$ cat src/rtl/loader_pkg.sv
// rtl/loader_pkg.sv - shared constants and state encoding for the UART memory loader
package loader_pkg;

    localparam int WORD_BYTES = 4;
    localparam logic [7:0] SYNC_BYTE_DEFAULT = 8'hA5;

    typedef logic [2:0] stateT;

    localparam stateT stIdle  = 3'd0;
    localparam stateT stCntLo = 3'd1;
    localparam stateT stCntHi = 3'd2;
    localparam stateT stData  = 3'd3;
    localparam stateT stWrite = 3'd4;
    localparam stateT stChk   = 3'd5;
    localparam stateT stRun   = 3'd6;
    localparam stateT stErr   = 3'd7;

endpackage

$ cat src/rtl/loader_word_asm.sv
// rtl/loader_word_asm.sv - little-endian byte-to-word assembler with running XOR checksum
module loader_word_asm
    import loader_pkg::*;
(
    input  logic        clk,
    input  logic        reset,
    input  logic        clear,
    input  logic        shiftEn,
    input  logic [7:0]  byteIn,
    output logic [31:0] word,
    output logic [7:0]  checksum,
    output logic        wordFull
);

    logic [1:0] byteIdx;

    // The first byte of a word ends up in bits [7:0] after four shifts.
    always_ff @(posedge clk or negedge reset) begin
        if (!reset) begin
            word     <= 32'd0;
            checksum <= 8'd0;
            byteIdx  <= 2'd0;
        end else if (clear) begin
            word     <= 32'd0;
            checksum <= 8'd0;
            byteIdx  <= 2'd0;
        end else if (shiftEn) begin
            word     <= {byteIn, word[31:8]};
            checksum <= checksum ^ byteIn;
            byteIdx  <= byteIdx + 2'd1;
        end
    end

    // Asserted while the byte being accepted completes the current word.
    always_comb begin
        wordFull = shiftEn && (byteIdx == 2'(WORD_BYTES - 1));
    end

endmodule

$ cat src/rtl/uart_mem_loader.sv
// rtl/uart_mem_loader.sv - framed UART boot loader writing data memory and gating CPU reset
module uart_mem_loader
    import loader_pkg::*;
#(
    parameter logic [31:0] BASE_ADDR = 32'h0000_0000,
    parameter int          MAX_WORDS = 64,
    parameter logic [7:0]  SYNC_BYTE = SYNC_BYTE_DEFAULT
) (
    input  logic        clk,
    input  logic        reset,
    input  logic [7:0]  rx_data,
    input  logic        rx_valid,
    output logic        rx_ready,
    output logic        cpu_reset,
    output logic        ext_mem_write,
    output logic [31:0] ext_write_data,
    output logic [31:0] ext_data_adr,
    output logic        load_done,
    output logic        load_err
);

    stateT       state;
    logic [7:0]  nLo;
    logic [15:0] nWords;
    logic [15:0] wordsDone;
    logic [31:0] addr;
    logic [31:0] word;
    logic [7:0]  checksum;
    logic        wordFull;
    logic        accept;
    logic        hunting;
    logic        syncAccept;
    logic        dataAccept;
    logic [15:0] cntFull;

    // Handshake decode; SYNC only restarts a frame from the idle, run and error states.
    always_comb begin
        accept     = rx_valid && rx_ready;
        hunting    = (state == stIdle) || (state == stRun) || (state == stErr);
        syncAccept = accept && hunting && (rx_data == SYNC_BYTE);
        dataAccept = accept && (state == stData);
        cntFull    = {rx_data, nLo};
    end

    loader_word_asm u_word_asm (
        .clk      (clk),
        .reset    (reset),
        .clear    (syncAccept),
        .shiftEn  (dataAccept),
        .byteIn   (rx_data),
        .word     (word),
        .checksum (checksum),
        .wordFull (wordFull)
    );

    // Frame sequencing, word count and write address.
    always_ff @(posedge clk or negedge reset) begin
        if (!reset) begin
            state     <= stIdle;
            nLo       <= 8'd0;
            nWords    <= 16'd0;
            wordsDone <= 16'd0;
            addr      <= BASE_ADDR;
        end else begin
            case (state)
                stIdle, stRun, stErr: begin
                    if (syncAccept) begin
                        wordsDone <= 16'd0;
                        state     <= stCntLo;
                    end
                end
                stCntLo: begin
                    if (accept) begin
                        nLo   <= rx_data;
                        state <= stCntHi;
                    end
                end
                stCntHi: begin
                    if (accept) begin
                        nWords    <= cntFull;
                        wordsDone <= 16'd0;
                        addr      <= BASE_ADDR;
                        if (cntFull > 16'(MAX_WORDS)) begin
                            state <= stErr;
                        end else if (cntFull == 16'd0) begin
                            state <= stChk;
                        end else begin
                            state <= stData;
                        end
                    end
                end
                stData: begin
                    if (wordFull) begin
                        state <= stWrite;
                    end
                end
                stWrite: begin
                    addr      <= addr + 32'd4;
                    wordsDone <= wordsDone + 16'd1;
                    if (wordsDone + 16'd1 == nWords) begin
                        state <= stChk;
                    end else begin
                        state <= stData;
                    end
                end
                stChk: begin
                    if (accept) begin
                        state <= (rx_data == checksum) ? stRun : stErr;
                    end
                end
                default: state <= stIdle;
            endcase
        end
    end

    // Outputs decode directly from state so the strobe lasts exactly the WRITE cycle.
    always_comb begin
        rx_ready       = (state != stWrite);
        ext_mem_write  = (state == stWrite);
        ext_write_data = word;
        ext_data_adr   = addr;
        cpu_reset      = (state != stRun);
        load_done      = (state == stRun);
        load_err       = (state == stErr);
    end

endmodule

$ cat config.mk
export PLATFORM = sky130hd
export DESIGN_NAME = uart_mem_loader
export DESIGN_NICKNAME = d
export VERILOG_FILES = /design/src/rtl/loader_pkg.sv /design/src/rtl/loader_word_asm.sv /design/src/rtl/uart_mem_loader.sv
export SDC_FILE = /design/constraint.sdc
export NUM_CORES = 1
export LEC_CHECK = 0
export ABC_AREA = 0
export CAP_MARGIN = 20
export CORE_MARGIN = 2
export CORE_UTILIZATION = 65
export DETAILED_ROUTE_END_ITERATION = 10
export DONT_BUFFER_PORTS = 1
export GPL_TIMING_DRIVEN = 0
export PLACE_DENSITY = 0.88
export SYNTH_ARGS = -nofsm -noshare
export SYNTH_HDL_FRONTEND = slang
export SYNTH_SLANG_ARGS = --single-unit
$ cat constraint.sdc
create_clock -name clk -period 4.4 [get_ports clk]
set_input_delay 0.88 -clock clk [delete_from_list [all_inputs] [get_ports clk]]
set_output_delay 0.88 -clock clk [all_outputs]
set_load 0.005 [all_outputs]
==> impl_metrics.ini, run 1 <==
[layout]
layout_common_cells = nand2_1, dfrtp_1, o21ai_0
layout_commonest_cell = nand2_1
area_delta_synth_final_pct = 14.0
stdcell_count = 784
fill_cells = 557
drive_gt1_share_pct = 7.10
diodes = 0
nets = 677

[power_and_ir_drop]
switching_share_pct = 36.7
ir_worst_vdd_mv = 0.414
internal_power_uw = 3090
leakage_uw = 0.00279
clkPwrFrac_pct = 31.4
power_frac_comb_pct = 28.2
seqPwrFrac_pct = 40.5
cellPowerDensity_nw_per_um2 = 749
p_switching_uw = 1790
p_total_uw = 4890

[timing]
max_freq_mhz = 301
setup_tns_ns = 0
period_needed_ns = 3.32
rsz0062_at_grt = no
finalHoldViolCount = 0
fin_ws_ns = 1.08
worst-slew-pin-transition_ns = 0.719
maxSlewViolCount = 0
slew_headroom_pct = 51.6
skew_ns = 0.00659
finalSetupViolCount = 0
fin_crit_sh_pct = 75.5

[route]
dr.pass1.iters = 6
wire_per_inst_um = 18.9
drtIter0Drc = 362
drc_errors = 0
num_vias = 5177
finalWirelength_mm = 14.8
drt.antenna.violating_nets = 0
avgViaCountPerCell = 6.60

[clocking]
numCtsBuffers = 17
clk_pin_slew_worst_paths_ns = 0.06
cts_tree = built
cts_root_buf = clkbuf_8
htreeDepth = 4
cts_hold_buf = 0
cts_setup_buffers = 0
clock_sinks = 115
cts_resized = 0
clockBufferDepth = 2
clk_latency_ns = 0.50

[die]
die_x_um = 97.8
core_area_sq_um = 8640
initial_core_util_pct = 66.3
die_area_sq_um = 9570
num_io_pins = 80
die_height_um = 97.8
rows = 34

[worst_setup_path]
critical-path-top-delay-family = buffers and inverters
crit_chain = clkbuf_1 -> inv_1 -> or3_1 -> clkinv_1 -> buf_1
criticalPathCategory = flip-flop to output port
slowest_stage = buf_1
cpPeakStageDelay_ns = 0.48
end_kind = output port
cp_max_fo = 10
crit_path_start_kind = flip-flop
cp_data_arrival_time_ns = 2.44
critical_path_buf_inv_count = 4
required_ns = 3.52

[logic_synthesis]
synthCells = 643
async_reset_ff_share_pct = 100
post_synth_num_cell_types = 49
synth-seq-cells = 115
syn_area_per_cell_sq_um = 8.90
yosysWarnings = 0
synth_area_sq_um = 5720
ys_seq_area_share_pct = 50.3
synth_top_flop_cell = dfrtp_1
synth_edf_count = 0

[placement]
dpl_worst_slack_ns = 1.40
dp.cells = 752
port_buffers = 0
gp_congestion = 0.877
dp_hpwl_mm = 9.67

[global_route]
grt_max_degree = 116
grt_pass1_vias = 5280
grt_pass1_wl_mm = 24.5
overflow = 0
grt_usage_pct = 31.5
grt_antenna_before_repair = 0

[worst_hold_path]
hp-class = input pin to async pin

[flow_run]
max_cap_viol_count = 0

[run_status]
status = finished, final reports clean
[power by group through the flow]
| stage | Combinational, uW | Sequential, uW | Clock [uW] |
|---|---|---|---|
| floorplan | 1070 | 1830 | 0 |
| global placement | 1220 | 1940 | 0 |
| detailed placement | 1300 | 1960 | 0 |
| CTS | 1360 | 1960 | 1540 |
| global route | 1540 | 2030 | 1590 |
| finish | 1380 | 1980 | 1530 |
[through the flow]
step	util [%]	cell area (sq um)	hold WS, ns
after floorplan	-	5730	0.448
after global placement	67.9	5860	0.469
after detailed placement	67.9	5860	0.488
after CTS	75.5	6520	0.0586
after global routing	75.5	6520	0.0471
final	75.5	6520	0.0655
[final cells by class]
type	instances	area (sq um)	area share, %
Tap cell	108	135	2.07
Clock inverter	13	230	3.53
Inverter	7	26.3	0.403
Sequential cell	115	2880	44.1
Clock buffer	19	432	6.62
Multi-Input combinational cell	484	2670	40.9
Buffer	38	154	2.36
[state kept, by name (all words and copies together) (netlist names)]
register and cells:
ext_data_adr 30, nLo 8, nWords 16, state 3, u_word_asm.byteIdx 2, u_word_asm.checksum 8, u_word_asm.word 32, wordsDone 16
[routing by layer]
metal | global-route usage, % | vias up | part of all wire (%)
met5 | 0 | - | 0
met4 | 16.7 | 0 | 4.1
met3 | 9.38 | 79 | 8.2
met2 | 53.3 | 295 | 50
met1 | 36.3 | 2499 | 38
li1 | - | 2304 | -
[logic make-up (layout without fill, tap and decap cells)]
| logic type | Yosys count | after routing | share of synthesized area, % |
|---|---|---|---|
| flops | 115 | 115 | 50.3 |
| compound gates | 146 | 146 | 15.0 |
| fa+ha+maj | 3 | 3 | 0.656 |
| simple gates | 284 | 284 | 22.9 |
| mux | 13 | 13 | 2.47 |
| xor+xnor | 36 | 36 | 5.51 |
| other cells | 1 | 2 | 0.0655 |
| buf+inv | 45 | 77 | 3.15 |
[Yosys cell counts, types with 2 or more instances]
master	instances	share of area (%)
nand2_1	144	9.4
dfrtp_1	115	50
o21ai_0	49	4.3
a21oi_1	45	3.9
nor2_1	37	2.4
nand3_1	32	2.8
clkbuf_1	29	1.9
nand4_1	20	2.2
xor2_1	20	3.1
xnor2_1	16	2.4
o31ai_1	13	1.7
mux2_2	9	1.8
nor3_1	9	0.79
o21ai_1	9	0.79
a31oi_1	8	0.87
and3_1	8	0.87
and4_1	6	0.92
inv_1	6	0.39
o211ai_1	6	0.79
nor4_1	5	0.55
buf_1	4	0.26
mux2i_1	4	0.70
or3_1	4	0.44
and2_1	3	0.33
buf_2	3	0.26
ha_1	3	0.66
nand2b_1	3	0.33
nand3b_1	3	0.39
a21boi_0	2	0.26
a22o_1	2	0.31
a41oi_1	2	0.31
buf_4	2	0.26
nand4b_1	2	0.31
nor2b_1	2	0.22
nor3b_1	2	0.26
o32ai_1	2	0.31
or4_1	2	0.26
[path summary, 6_finish.rpt]
kind | depth (start not counted) | start | slack (ns) | endpoint
min | 0 | reset | 0.07 | wordsDone[12]$_DFFE_PN0P_
max in group asynchronous | 0 | reset | 4.18 | u_word_asm.word[28]$_DFFE_PN0P_
max | 5 | state[2]$_DFFE_PN0P_ | 1.08 | ext_mem_write
min reg2reg | 2 | nWords[11]$_DFFE_PN0P_ | 0.50 | nWords[11]$_DFFE_PN0P_
max reg2reg | 7 | state[1]$_DFFE_PN0P_ | 1.65 | wordsDone[7]$_DFFE_PN0P_
min in group clk | 2 | rx_data[1] | 0.48 | nWords[9]$_DFFE_PN0P_
(Power assumes the default switching activity.)
==> run 2, diff against run 1 <==
CORE_UTILIZATION = 64   (was 65)
PLACE_DENSITY = 0.87   (was 0.88)
clock period = 3.1 ns   (was 4.4 ns; I/O delays follow)
==> impl_metrics.ini, run 2 (synthesized netlist as in run 1, its figures left out) <==
[run_status]
status = finished with violations
violations = hold timing

[die]
die_height_um = 98.6
core_area_sq_um = 8680
die_x_um = 98.6
rows = 34
die_area_sq_um = 9720
initial_core_util_pct = 65.9
num_io_pins = 80

[worst_setup_path]
required_ns = 2.48
cpPeakStageDelay_ns = 0.42
critical-path-top-delay-family = buffers and inverters
cp_data_arrival_time_ns = 2.34
crit_path_frequent_cell = clkbuf_1
crit_chain = clkbuf_1 -> inv_1 -> or3_1 -> clkbuf_1 -> clkbuf_2
critical_path_buf_inv_count = 4
slowest_stage = or3_1
criticalPathCategory = flip-flop to output port
end_kind = output port
crit_path_start_kind = flip-flop
cp_max_fo = 10

[timing]
skew_ns = 0.00771
max_freq_mhz = 338
fin_hold_ws_ns = -0.211
fin_ws_ns = 0.138
finalSetupViolCount = 0
period_needed_ns = 2.96
rsz0062_at_grt = no
maxSlewViolCount = 0
finalHoldViolCount = 115
slew_headroom_pct = 54.1
worst-slew-pin-transition_ns = 0.686
fin_crit_sh_pct = 95.5
setup_tns_ns = 0

[route]
num_vias = 4993
wire_per_inst_um = 18.0
avgViaCountPerCell = 6.37
dr.pass1.iters = 5
drc_errors = 0
finalWirelength_mm = 14.1
drtIter0Drc = 312
drt.antenna.violating_nets = 0

[placement]
port_buffers = 0
gp_congestion = 0.871
dpl_worst_slack_ns = 0.376
dp_hpwl_mm = 9.42

[layout]
diodes = 0
largest_reg_flops = 32
layout_common_cells = nand2_1, dfrtp_1, o21ai_0
area_delta_synth_final_pct = 13.2
nets = 677
drive_gt1_share_pct = 7.54
largest_register = u_word_asm.word
fill_cells = 581
layout_commonest_cell = nand2_1

[power_and_ir_drop]
ir_worst_vdd_mv = 0.664
cellPowerDensity_nw_per_um2 = 1030
leakage_uw = 0.00278

[clocking]
cts_setup_buffers = 0
clock_sinks = 115
clockBufferDepth = 2
numCtsBuffers = 17
clk_latency_ns = 0.52
clk_pin_slew_worst_paths_ns = 0.06
cts_tree = built
htreeDepth = 4
cts_root_buf = clkbuf_8

[global_route]
overflow = 0
busiest_layer = met2
grt_pass1_wl_mm = 23.5
grt_antenna_before_repair = 0
grtUsageMet2_pct = 50.2
met1_usage_pct = 36.7
grt_pass1_vias = 4918
grt_usage_pct = 30.1
grt_max_degree = 116
use_met3_pct = 9.01

[flow_run]
max_cap_viol_count = 0

[worst_hold_path]
hp-class = input pin to async pin
-- run 2: changes by cell type in the layout (fill, tap and decap cells not counted), sizes merged --
| cell | before | now |
|---|---|---|
| bufinv | 6 | 3 |
| inv | 7 | 10 |
| buf | 9 | 8 |
| clkbuf | 48 | 49 |
-- run 2: final cells by class --
cell class	instances	area [sq um]	area share, %
Sequential cell	115	2880	44.4
Clock buffer	19	442	6.82
Clock inverter	13	174	2.68
Buffer	38	156	2.41
Inverter	7	26.3	0.405
Multi-Input combinational cell	484	2670	41.2
Tap cell	108	135	2.09
-- run 2: path summary, 6_finish.rpt --
path	from	endpoint	slack, ns	depth (start not counted)
min in group clk	rx_data[2]	nWords[10]$_DFFE_PN0P_	0.21	2
worst min register to register	nLo[1]$_DFFE_PN0P_	nWords[1]$_DFFE_PN0P_	0.49	2
max in group asynchronous	reset	nWords[8]$_DFFE_PN0P_	3.13	0
worst min-delay path	reset	wordsDone[11]$_DFFE_PN0P_	-0.21	0
worst max register to register	state[1]$_DFFE_PN0P_	wordsDone[7]$_DFFE_PN0P_	0.49	7
worst max-delay path	state[2]$_DFFE_PN0P_	rx_ready	0.14	5
-- run 2: per-layer routing --
layer | vias up | wire length (um)
li1 | 2308 | -
met1 | 2414 | 5710
met2 | 229 | 6960
met3 | 42 | 1090
met4 | 0 | 337
met5 | - | 0
-- run 2: timing repair --
action / CTS / global route
gates resized for setup: 0 / 3
setup endpoints to repair: 0 / 2
hold endpoints to repair: 115 / 115
-- run 2: through the flow --
step | total power [uW] | area [sq um] | instances | hold slack [ns] | util (%)
after floorplan | 4110 | 5730 | 644 | 0.324 | -
after global placement | 4490 | 5860 | 752 | 0.328 | 67.5
after detailed placement | 4610 | 5860 | 752 | 0.328 | 67.5
after CTS | 6660 | 6480 | 784 | -0.219 | 74.6
after global routing | 7110 | 6480 | 784 | -0.234 | 74.7
final | 6690 | 6480 | 784 | -0.211 | 74.7
-- run 2: where the power goes --
group          internal (uW)  switching, uW
clock                   1280            729
combinational            794           1090
sequential              2100            689
==> run 3, diff against run 2 <==
PLACE_DENSITY = 0.9   (was 0.87)
==> impl_metrics.ini, run 3 (synthesized netlist as in run 1, its figures left out) <==
[run_status]
status = finished with violations
violations = hold timing

[clocking]
clockBufferDepth = 2
numCtsBuffers = 17
clk_pin_slew_worst_paths_ns = 0.05
clk_latency_ns = 0.51
cts_root_buf = clkbuf_8
htreeDepth = 4
cts_setup_buffers = 0
clock_sinks = 115
cts_tree = built

[layout]
final_area_sq_um = 6430
largest_register = u_word_asm.word
stdcell_count = 784
diodes = 0
nets = 677
fill_cells = 613
layout_common_cells = nand2_1, dfrtp_1, o21ai_0
largest_reg_flops = 32
layout_commonest_cell = nand2_1
drive_gt1_share_pct = 7.40
area_delta_synth_final_pct = 12.4

[worst_hold_path]
hp-class = input pin to async pin

[route]
drt.antenna.violating_nets = 0
num_vias = 5058
drtIter0Drc = 373
wire_per_inst_um = 18.5
avgViaCountPerCell = 6.45
finalWirelength_mm = 14.5
drc_errors = 0
dr.pass1.iters = 5

[worst_setup_path]
r2r-start = state[1]$_DFFE_PN0P_
critical_path_buf_inv_count = 4
reg2regPathDepth = 7
endpoint = rx_ready
crit_path_start_kind = flip-flop
cpPeakStageDelay_ns = 0.41
end_kind = output port
cp_data_arrival_time_ns = 2.32
crit_chain = clkbuf_1 -> inv_1 -> or3_1 -> clkbuf_1 -> clkbuf_2
crit_path_frequent_cell = clkbuf_1
slowest_stage = or3_1
critical-path-top-delay-family = buffers and inverters
worstReg2RegEnd = wordsDone[10]$_DFFE_PN0P_
rrSetupSlack_ns = 0.39
required_ns = 2.48
critical_path.startpoint = state[2]$_DFFE_PN0P_
cp_max_fo = 10
criticalPathCategory = flip-flop to output port
cp_num_cells = 5

[timing]
fin_crit_sh_pct = 94.8
skew_ns = 0.00809
max_freq_mhz = 340
rsz0062_at_grt = no
maxSlewViolCount = 0
period_needed_ns = 2.94
setup_tns_ns = 0
finalSetupViolCount = 0
worst-slew-pin-transition_ns = 0.706
finalHoldViolCount = 115
slew_headroom_pct = 52.5
fin_hold_ws_ns = -0.195

[flow_run]
max_cap_viol_count = 0

[global_route]
grt_usage_pct = 30.9
grt_max_degree = 116
grt_antenna_before_repair = 0
grt_pass1_vias = 5065
overflow = 0
grt_pass1_wl_mm = 24.0

[die]
num_io_pins = 80
rows = 34
die_area_sq_um = 9720
die_x_um = 98.6
initial_core_util_pct = 65.9
die_height_um = 98.6
core_area_sq_um = 8680

[placement]
dp.cells = 752
gp_congestion = 0.874
port_buffers = 0
post_dp_cell_area_sq_um = 5860
dp_hpwl_mm = 9.65

[power_and_ir_drop]
leakage_uw = 0.00276
ir_worst_vdd_mv = 0.539
cellPowerDensity_nw_per_um2 = 1020
p_total_uw = 6580
## run 3: cell count changes in the layout (fill, tap and decap cells not counted), sizes merged
cell	before	now
bufinv	3	2
inv	10	8
clkinv	4	7
## run 3: worst register-to-register path: cells and delay by family (launching register included)
kind                   cells  cell delay (ns)
and+or+nand+nor            1             0.46
DFF                        1             0.45
AOI/OAI and AO/OA          5             1.41
buffers and inverters      1             0.27
## run 3: routing by layer
| metal | part of all wire [%] | vias to the layer above | wire length, um | track usage [%] |
|---|---|---|---|---|
| li1 | - | 2308 | - | - |
| met1 | 38 | 2472 | 5560 | 37.4 |
| met2 | 51 | 238 | 7410 | 51.9 |
| met3 | 8.3 | 40 | 1210 | 9.01 |
| met4 | 2.4 | 0 | 354 | 13.0 |
| met5 | 0 | - | 0 | 0 |
## run 3: layout make-up
cell class / count / area [sq um] / share of cell area [%]
Multi-Input combinational cell: 484 / 2670 / 41.5
Buffer: 38 / 156 / 2.43
Tap cell: 108 / 135 / 2.10
Clock buffer: 19 / 432 / 6.71
Clock inverter: 13 / 134 / 2.08
Inverter: 7 / 26.3 / 0.409
Sequential cell: 115 / 2880 / 44.8
## run 3: metrics by stage
stage / setup WS, ns / utilization (%)
global route: 0.0602 / 74.1
floorplan: 0.756 / -
finish: 0.162 / 74.1
global placement: 0.398 / 67.5
CTS: 0.0751 / 74.1
detailed placement: 0.315 / 67.5
## run 3: repair_timing
| item | 4_1_cts | 5_1_grt |
|---|---|---|
| setup endpoints to repair | 0 | 2 |
| hold endpoints to repair | 115 | 115 |
| resized for setup | 0 | 3 |
## run 3: worst min-delay path by stage
stage	endpoint	slack (ns)	cells after the start
2_1_floorplan	ext_data_adr[10]$_DFFE_PN0P_	0.32	0
6_report	wordsDone[4]$_DFFE_PN0P_	-0.20	0
3_5_place_dp	wordsDone[8]$_DFFE_PN0P_	0.33	0
4_1_cts	ext_data_adr[10]$_DFFE_PN0P_	-0.21	0
5_1_grt	ext_data_adr[9]$_DFFE_PN0P_	-0.22	0
3_3_place_gp	wordsDone[8]$_DFFE_PN0P_	0.33	0
## run 3: power breakdown
part	internal (uW)	switching, uW	leakage (uW)
combinational	796	1130	0.00110
sequential	2100	693	0.00139
clock	1160	694	0.000274
total	4060	2520	0.00276
